**config.mk**
```make
export PLATFORM = sky130hd
export DESIGN_NAME = pcm_meter
export DESIGN_NICKNAME = d
export VERILOG_FILES = /design/src/rtl/pcm_meter.sv
export SDC_FILE = /design/constraint.sdc
export NUM_CORES = 1
export LEC_CHECK = 0
export CAP_MARGIN = 20
export CORE_MARGIN = 3
export CORE_UTILIZATION = 60
export DETAILED_ROUTE_END_ITERATION = 12
export DONT_BUFFER_PORTS = 1
export PLACE_DENSITY = 0.73
export SYNTH_ARGS = -nofsm -noshare
export SYNTH_HDL_FRONTEND = slang
export SYNTH_SLANG_ARGS = --single-unit
```
**constraint.sdc**
```tcl
create_clock -name clk -period 5.1 [get_ports clk]
set_clock_uncertainty 0.2 [all_clocks]
set_input_delay 1.02 -clock clk [delete_from_list [all_inputs] [get_ports clk]]
set_output_delay 1.02 -clock clk [all_outputs]
set_load 0.01 [all_outputs]
```
**src/rtl/pcm_meter.sv**
```systemverilog
// pcm_meter: audio level meter for the 16-bit signed PCM bus.
// A rectifier stage feeds an instant-attack / exponential-decay envelope,
// a held peak and a stretched clip flag. The registered 7-LED bargraph
// shows the envelope on a 6 dB-per-step log scale with a peak dot and clip LED.
module pcm_meter #(
    parameter int DECAY_DIV   = 65536,
    parameter int DECAY_SHIFT = 5,
    parameter int HOLD_TICKS  = 512,
    parameter int CLIP_TICKS  = 256
) (
    input  logic        clk,
    input  logic        rst,
    input  logic [15:0] pcm,
    input  logic        freeze,
    output logic [6:0]  led,
    output logic        clip,
    output logic [14:0] level,
    output logic [14:0] peak
);

    // Counter widths. Each is wide enough that its load value never wraps.
    localparam int TICK_W_RAW = $clog2(DECAY_DIV);
    localparam int TICK_W     = (TICK_W_RAW < 1) ? 1 : TICK_W_RAW;
    localparam int HOLD_W_RAW = $clog2(HOLD_TICKS + 1);
    localparam int HOLD_W     = (HOLD_W_RAW < 1) ? 1 : HOLD_W_RAW;
    localparam int CLIP_W_RAW = $clog2(CLIP_TICKS + 1);
    localparam int CLIP_W     = (CLIP_W_RAW < 1) ? 1 : CLIP_W_RAW;

    localparam logic [TICK_W-1:0] TICK_LAST = TICK_W'(DECAY_DIV - 1);
    localparam logic [HOLD_W-1:0] HOLD_LOAD = HOLD_W'(HOLD_TICKS);
    localparam logic [CLIP_W-1:0] CLIP_LOAD = CLIP_W'(CLIP_TICKS);

    localparam logic [14:0] FULL_SCALE = 15'h7FFF;
    localparam logic [14:0] BASE_THRESH = 15'd512;

    // Pipeline and tracking state.
    logic [14:0]       r_mag;
    logic [14:0]       r_env;
    logic [14:0]       r_pk;
    logic [HOLD_W-1:0] r_holdCnt;
    logic [CLIP_W-1:0] r_clipCnt;
    logic              r_clip;
    logic [TICK_W-1:0] r_tickCnt;
    logic [6:0]        r_led;

    // Combinational helpers.
    logic [14:0] w_negMag;
    logic [14:0] w_mag;
    logic        w_tick;
    logic [14:0] w_decayAmt;
    logic [14:0] w_envDecayed;
    logic [5:0]  w_therm;
    logic [5:0]  w_dot;

    // Full-wave rectifier. The low 15 bits of the two's-complement negation
    // give the magnitude for every negative code except 0x8000, whose true
    // magnitude 32768 does not fit and is pinned to full scale instead.
    always_comb begin
        w_negMag = (~pcm[14:0]) + 15'd1;
        w_mag    = pcm[14:0];
        if (pcm == 16'h8000) begin
            w_mag = FULL_SCALE;
        end else if (pcm[15]) begin
            w_mag = w_negMag;
        end
    end

    // Stage 1: register the rectified magnitude.
    always_ff @(posedge clk or posedge rst) begin
        if (rst) begin
            r_mag <= '0;
        end else begin
            r_mag <= w_mag;
        end
    end

    // Free-running decay timebase; the tick is the last count before wrap.
    assign w_tick = (r_tickCnt == TICK_LAST);

    // Decay tick counter, independent of input activity.
    always_ff @(posedge clk or posedge rst) begin
        if (rst) begin
            r_tickCnt <= '0;
        end else if (w_tick) begin
            r_tickCnt <= '0;
        end else begin
            r_tickCnt <= r_tickCnt + TICK_W'(1);
        end
    end

    // One decay step of the envelope. When the proportional step rounds to
    // zero the envelope still creeps down by one so it always reaches zero,
    // and it never steps below zero.
    always_comb begin
        w_decayAmt   = r_env >> DECAY_SHIFT;
        w_envDecayed = r_env;
        if (w_decayAmt != 15'd0) begin
            w_envDecayed = r_env - w_decayAmt;
        end else if (r_env != 15'd0) begin
            w_envDecayed = r_env - 15'd1;
        end
    end

    // Envelope: attack always beats a coincident decay tick.
    always_ff @(posedge clk or posedge rst) begin
        if (rst) begin
            r_env <= '0;
        end else if (r_mag > r_env) begin
            r_env <= r_mag;
        end else if (w_tick) begin
            r_env <= w_envDecayed;
        end
    end

    // Peak hold: a new peak (or a repeat of the current one) restarts the
    // hold time; once the hold expires the peak falls back to the envelope
    // on each tick. A silent input never counts as reaching the peak.
    always_ff @(posedge clk or posedge rst) begin
        if (rst) begin
            r_pk      <= '0;
            r_holdCnt <= '0;
        end else if ((r_mag >= r_pk) && (r_mag != 15'd0)) begin
            r_pk      <= r_mag;
            r_holdCnt <= HOLD_LOAD;
        end else if (w_tick) begin
            if (r_holdCnt != '0) begin
                r_holdCnt <= r_holdCnt - HOLD_W'(1);
            end else begin
                r_pk <= r_env;
            end
        end
    end

    // Clip stretcher: a full-scale sample relights the flag and restarts the
    // stretch, taking priority over a decrement on the same tick.
    always_ff @(posedge clk or posedge rst) begin
        if (rst) begin
            r_clip    <= 1'b0;
            r_clipCnt <= '0;
        end else if (r_mag == FULL_SCALE) begin
            r_clip    <= 1'b1;
            r_clipCnt <= CLIP_LOAD;
        end else if (w_tick) begin
            if (r_clipCnt != '0) begin
                r_clipCnt <= r_clipCnt - CLIP_W'(1);
            end else begin
                r_clip <= 1'b0;
            end
        end
    end

    // Thermometer: one LED per 6 dB step starting at 512.
    always_comb begin
        w_therm = '0;
        for (int k = 0; k < 6; k++) begin
            w_therm[k] = (r_env >= (BASE_THRESH << k));
        end
    end

    // Peak dot: one-hot at the highest step the held peak reaches; later
    // loop iterations overwrite earlier ones so the highest step wins.
    always_comb begin
        w_dot = '0;
        for (int k = 0; k < 6; k++) begin
            if (r_pk >= (BASE_THRESH << k)) begin
                w_dot = 6'b000001 << k;
            end
        end
    end

    // LED register: frozen display holds, otherwise reloads every cycle.
    always_ff @(posedge clk or posedge rst) begin
        if (rst) begin
            r_led <= '0;
        end else if (!freeze) begin
            r_led <= {r_clip, w_therm | w_dot};
        end
    end

    assign led   = r_led;
    assign clip  = r_clip;
    assign level = r_env;
    assign peak  = r_pk;

endmodule

```
==> impl_results.md <==
- CP required: 5160 ps
- Setup violators final: 0
- Ys Warns: 0
- Mapped Nets: 658
- Area Growth Syn to Fin: 6.58%
- Total power: 0.00305 W
- Core Footprint: 8810 um2
- CTS tree: yes
- Drt drc: 0
- Tcrit/Tclk final: 82.3%
- Pins over their slew limit: 0
- Post-CTS Resized: 0
- Multi-input gate area: 3040 um2
- Number of synthesized register bits: 88
- Post-CTS Setup Inserts: 0
- Global-route wire length before repair: 19.9 mm
- Die W: 102 um
- Cell family with most CP delay: simple AND/OR/NAND/NOR gates
- Antenna viol nets, final: 0
- Register area: 2200 um2
- Vias: 4239
- Combinational power share: 44.5%
- Layout cells sized above 1: 9.45%
- Worst-skew pair later-pin latency: 370 ps
- Worst min path class: flop to flop
- Critical-path cell list: or3_1 > or4_1 > nand2_1 > ha_1 > inv_1 > fa_1 > a21o_1 > a221oi_1 > o2bb2ai_1 > nor4b_1 > xnor2_1 > mux2_2
- Sequential power share: 37.6%
- Post-DP HPWL: 9.01 mm
- Startpoint types: flop
- Status: finished clean
- Biggest fanout along the worst timing path: 6
- # IOs: 57
- Total GRT Usage: 24.5%
- Initial DRT Pass Iterations: 4
- Seq/Total Area, Yosys: 40.1%
- PortBufs: 0
- Pre-CTS WS: 927 ps
- Crit end category: flop
- CTS Buf Count: 9
- Post-DP Area: 5630 um2
- Clk pin slew, worst setup/hold paths: 90 ps
- Syn Std Cell Area: 5490 um2
- Post-synth EDFFs: 0
- Detailed Route Iter0 Violations: 182
- Starting Density: 62.4%
- Switching power: 0.00130 W
- Fmax: 238 MHz
- Root Driver: clkbuf_8
- Post-synth top flop: dfrtp_1
- Final GP Congestion: 0.866
- Gr ovfl total: 0
- Final setup TNS: 0 ps
- Crit path max-delay cell type: or4_1
- Pwr Density: 521 nW/um2
- Final worst slack: 905 ps
- Clk pwr share: 17.9%
- Cell internal pwr: 0.00175 W
- Switching Share: 42.7%
- Final Hold Viols: 0
- Buf/Inv on CP: 1
- Largest net degree at the start of global routing: 55
- Leak: 2.74 nW
- Die H: 102 um
- Measured slew at the worst slew-check pin: 880 ps
- Final instance area: 5850 um2
- Full die area: 10300 um2
- Row count: 34
- Sink Count: 88
- Cts hold-fix bufs: 0
- Fillers: 707
- Setup Crit Path Kind: flop to flop
- H-tree depth: 3
- Max Cap Viol: 0
- Avg Synthesized Cell Area: 9.24 um2
- RSZ-0062 raised after global routing: false
- WL per Instance: 16.8 um
- Worst path max stage delay: 590 ps
- Min cycle time layout: 4190 ps
- Async S/R FF share, synth: 100%
- N_diodes: 0
- Most common cell after layout, fill and taps aside: dfrtp_1
- Final WL: 12.0 mm
- Commonest non-fill, non-tap cells in the layout: dfrtp_1, nand2_1, inv_1
- Initial antenna violation count: 0
- Clock tree buffer depth: 2
- Slew HR: 41.2%
- Total Nets Final: 662
- Vias per Instance: 5.96
- CP Data Arrival Time: 4250 ps
- Worst vdd ir: 0.000220 V
- Syn Inst Count: 594
- Library cells used by synthesis: 54
- Vias in the first global route: 4124
[final timing paths]
| path | end | slack (ps) | start | depth (start not counted) |
|---|---|---|---|---|
| min in group asynchronous | r_tickCnt[8]$_DFF_PP0_ | 480 | rst | 1 |
| max | level[14]$_DFFE_PP0P_ | 910 | level[12]$_DFFE_PP0P_ | 12 |
| min reg2reg | r_tickCnt[12]$_DFF_PP0_ | 290 | r_tickCnt[12]$_DFF_PP0_ | 1 |
| max reg2reg | level[14]$_DFFE_PP0P_ | 910 | level[12]$_DFFE_PP0P_ | 12 |
| max in group asynchronous | level[7]$_DFFE_PP0P_ | 3280 | rst | 2 |
| min | r_tickCnt[12]$_DFF_PP0_ | 290 | r_tickCnt[12]$_DFF_PP0_ | 1 |
[power by group through the flow]
| stage | Sequential [W] | Clock, W | Combinational (W) |
|---|---|---|---|
| after detailed placement | 0.00116 | 0 | 0.00133 |
| after CTS | 0.00114 | 0.000557 | 0.00135 |
| after global placement | 0.00114 | 0 | 0.00129 |
| after floorplan | 0.00106 | 0 | 0.00108 |
| after global routing | 0.00117 | 0.000580 | 0.00153 |
| final | 0.00115 | 0.000547 | 0.00136 |
[flip-flops by register name, indices dropped and copies added (netlist names)]
name / flops
r_clipCnt: 9
r_holdCnt: 10
r_tickCnt: 16
clip: 1
level: 15
led: 7
peak: 15
r_mag: 15
[Yosys cell counts, types with 7 or more instances]
cell	instances	area share (%)
dfrtp_1	88	40
nand2_1	62	4.2
inv_1	55	3.8
ha_1	44	10
nor2_1	43	2.9
o21ai_0	41	3.7
xor2_1	32	5.1
mux2_2	27	5.5
a21oi_1	25	2.3
xnor2_1	17	2.7
nand3_1	16	1.5
nand4_1	14	1.6
nor4_1	13	1.5
or4_1	10	1.4
nor3_1	9	0.82
a21o_1	8	1.1
or3_1	8	0.91
o31ai_1	7	0.96
[worst register-to-register path, cell delays in order, from the launching register on]
cell	delay [ps]
dfrtp_1	480
or3_1	470
or4_1	590
nand2_1	100
ha_1	170
inv_1	60
fa_1	400
a21o_1	190
a221oi_1	460
o2bb2ai_1	200
nor4b_1	380
xnor2_1	110
mux2_2	270
[kinds of logic (layout without fill, tap and decap cells)]
| logic type | Yosys count | in the layout | share of synthesized area, % |
|---|---|---|---|
| XOR/XNOR | 49 | 49 | 7.81 |
| buffers and inverters | 67 | 76 | 4.67 |
| AND/OR/NAND/NOR | 206 | 206 | 18.8 |
| flip-flops | 88 | 88 | 40.1 |
| AO/OA/AOI/OAI | 110 | 110 | 12.3 |
| adder cells (fa/ha/maj) | 45 | 45 | 10.4 |
| multiplexers | 29 | 29 | 5.90 |
[per-stage QoR]
| step | instances | hold slack, ps | util [%] |
|---|---|---|---|
| 2_1_floorplan | 594 | 255 | - |
| 3_3_place_gp | 695 | 277 | 63.9 |
| 3_5_place_dp | 695 | 274 | 63.9 |
| 4_1_cts | 711 | 291 | 66.5 |
| 5_1_grt | 711 | 311 | 66.5 |
| 6_report | 711 | 292 | 66.5 |
[routing by layer]
metal	vias up	global-route usage, %	part of all wire [%]	wire length [um]
met5	-	0	0	0
met4	0	6.24	1.3	153
met3	10	5.85	6.1	734
met2	99	37.7	45	5350
met1	2025	34.9	48	5710
li1	2105	-	-	-
[cell type report]
cell class                      count  share of cell area (%)
Tap cell                          108                    2.31
Timing Repair Buffer                5                   0.641
Clock inverter                      7                    1.75
Sequential cell                    88                    37.6
Clock buffer                        9                    2.12
Multi-Input combinational cell    439                    52.0
Inverter                           55                    3.55
Note: power is estimated with default switching activity, not from simulation.
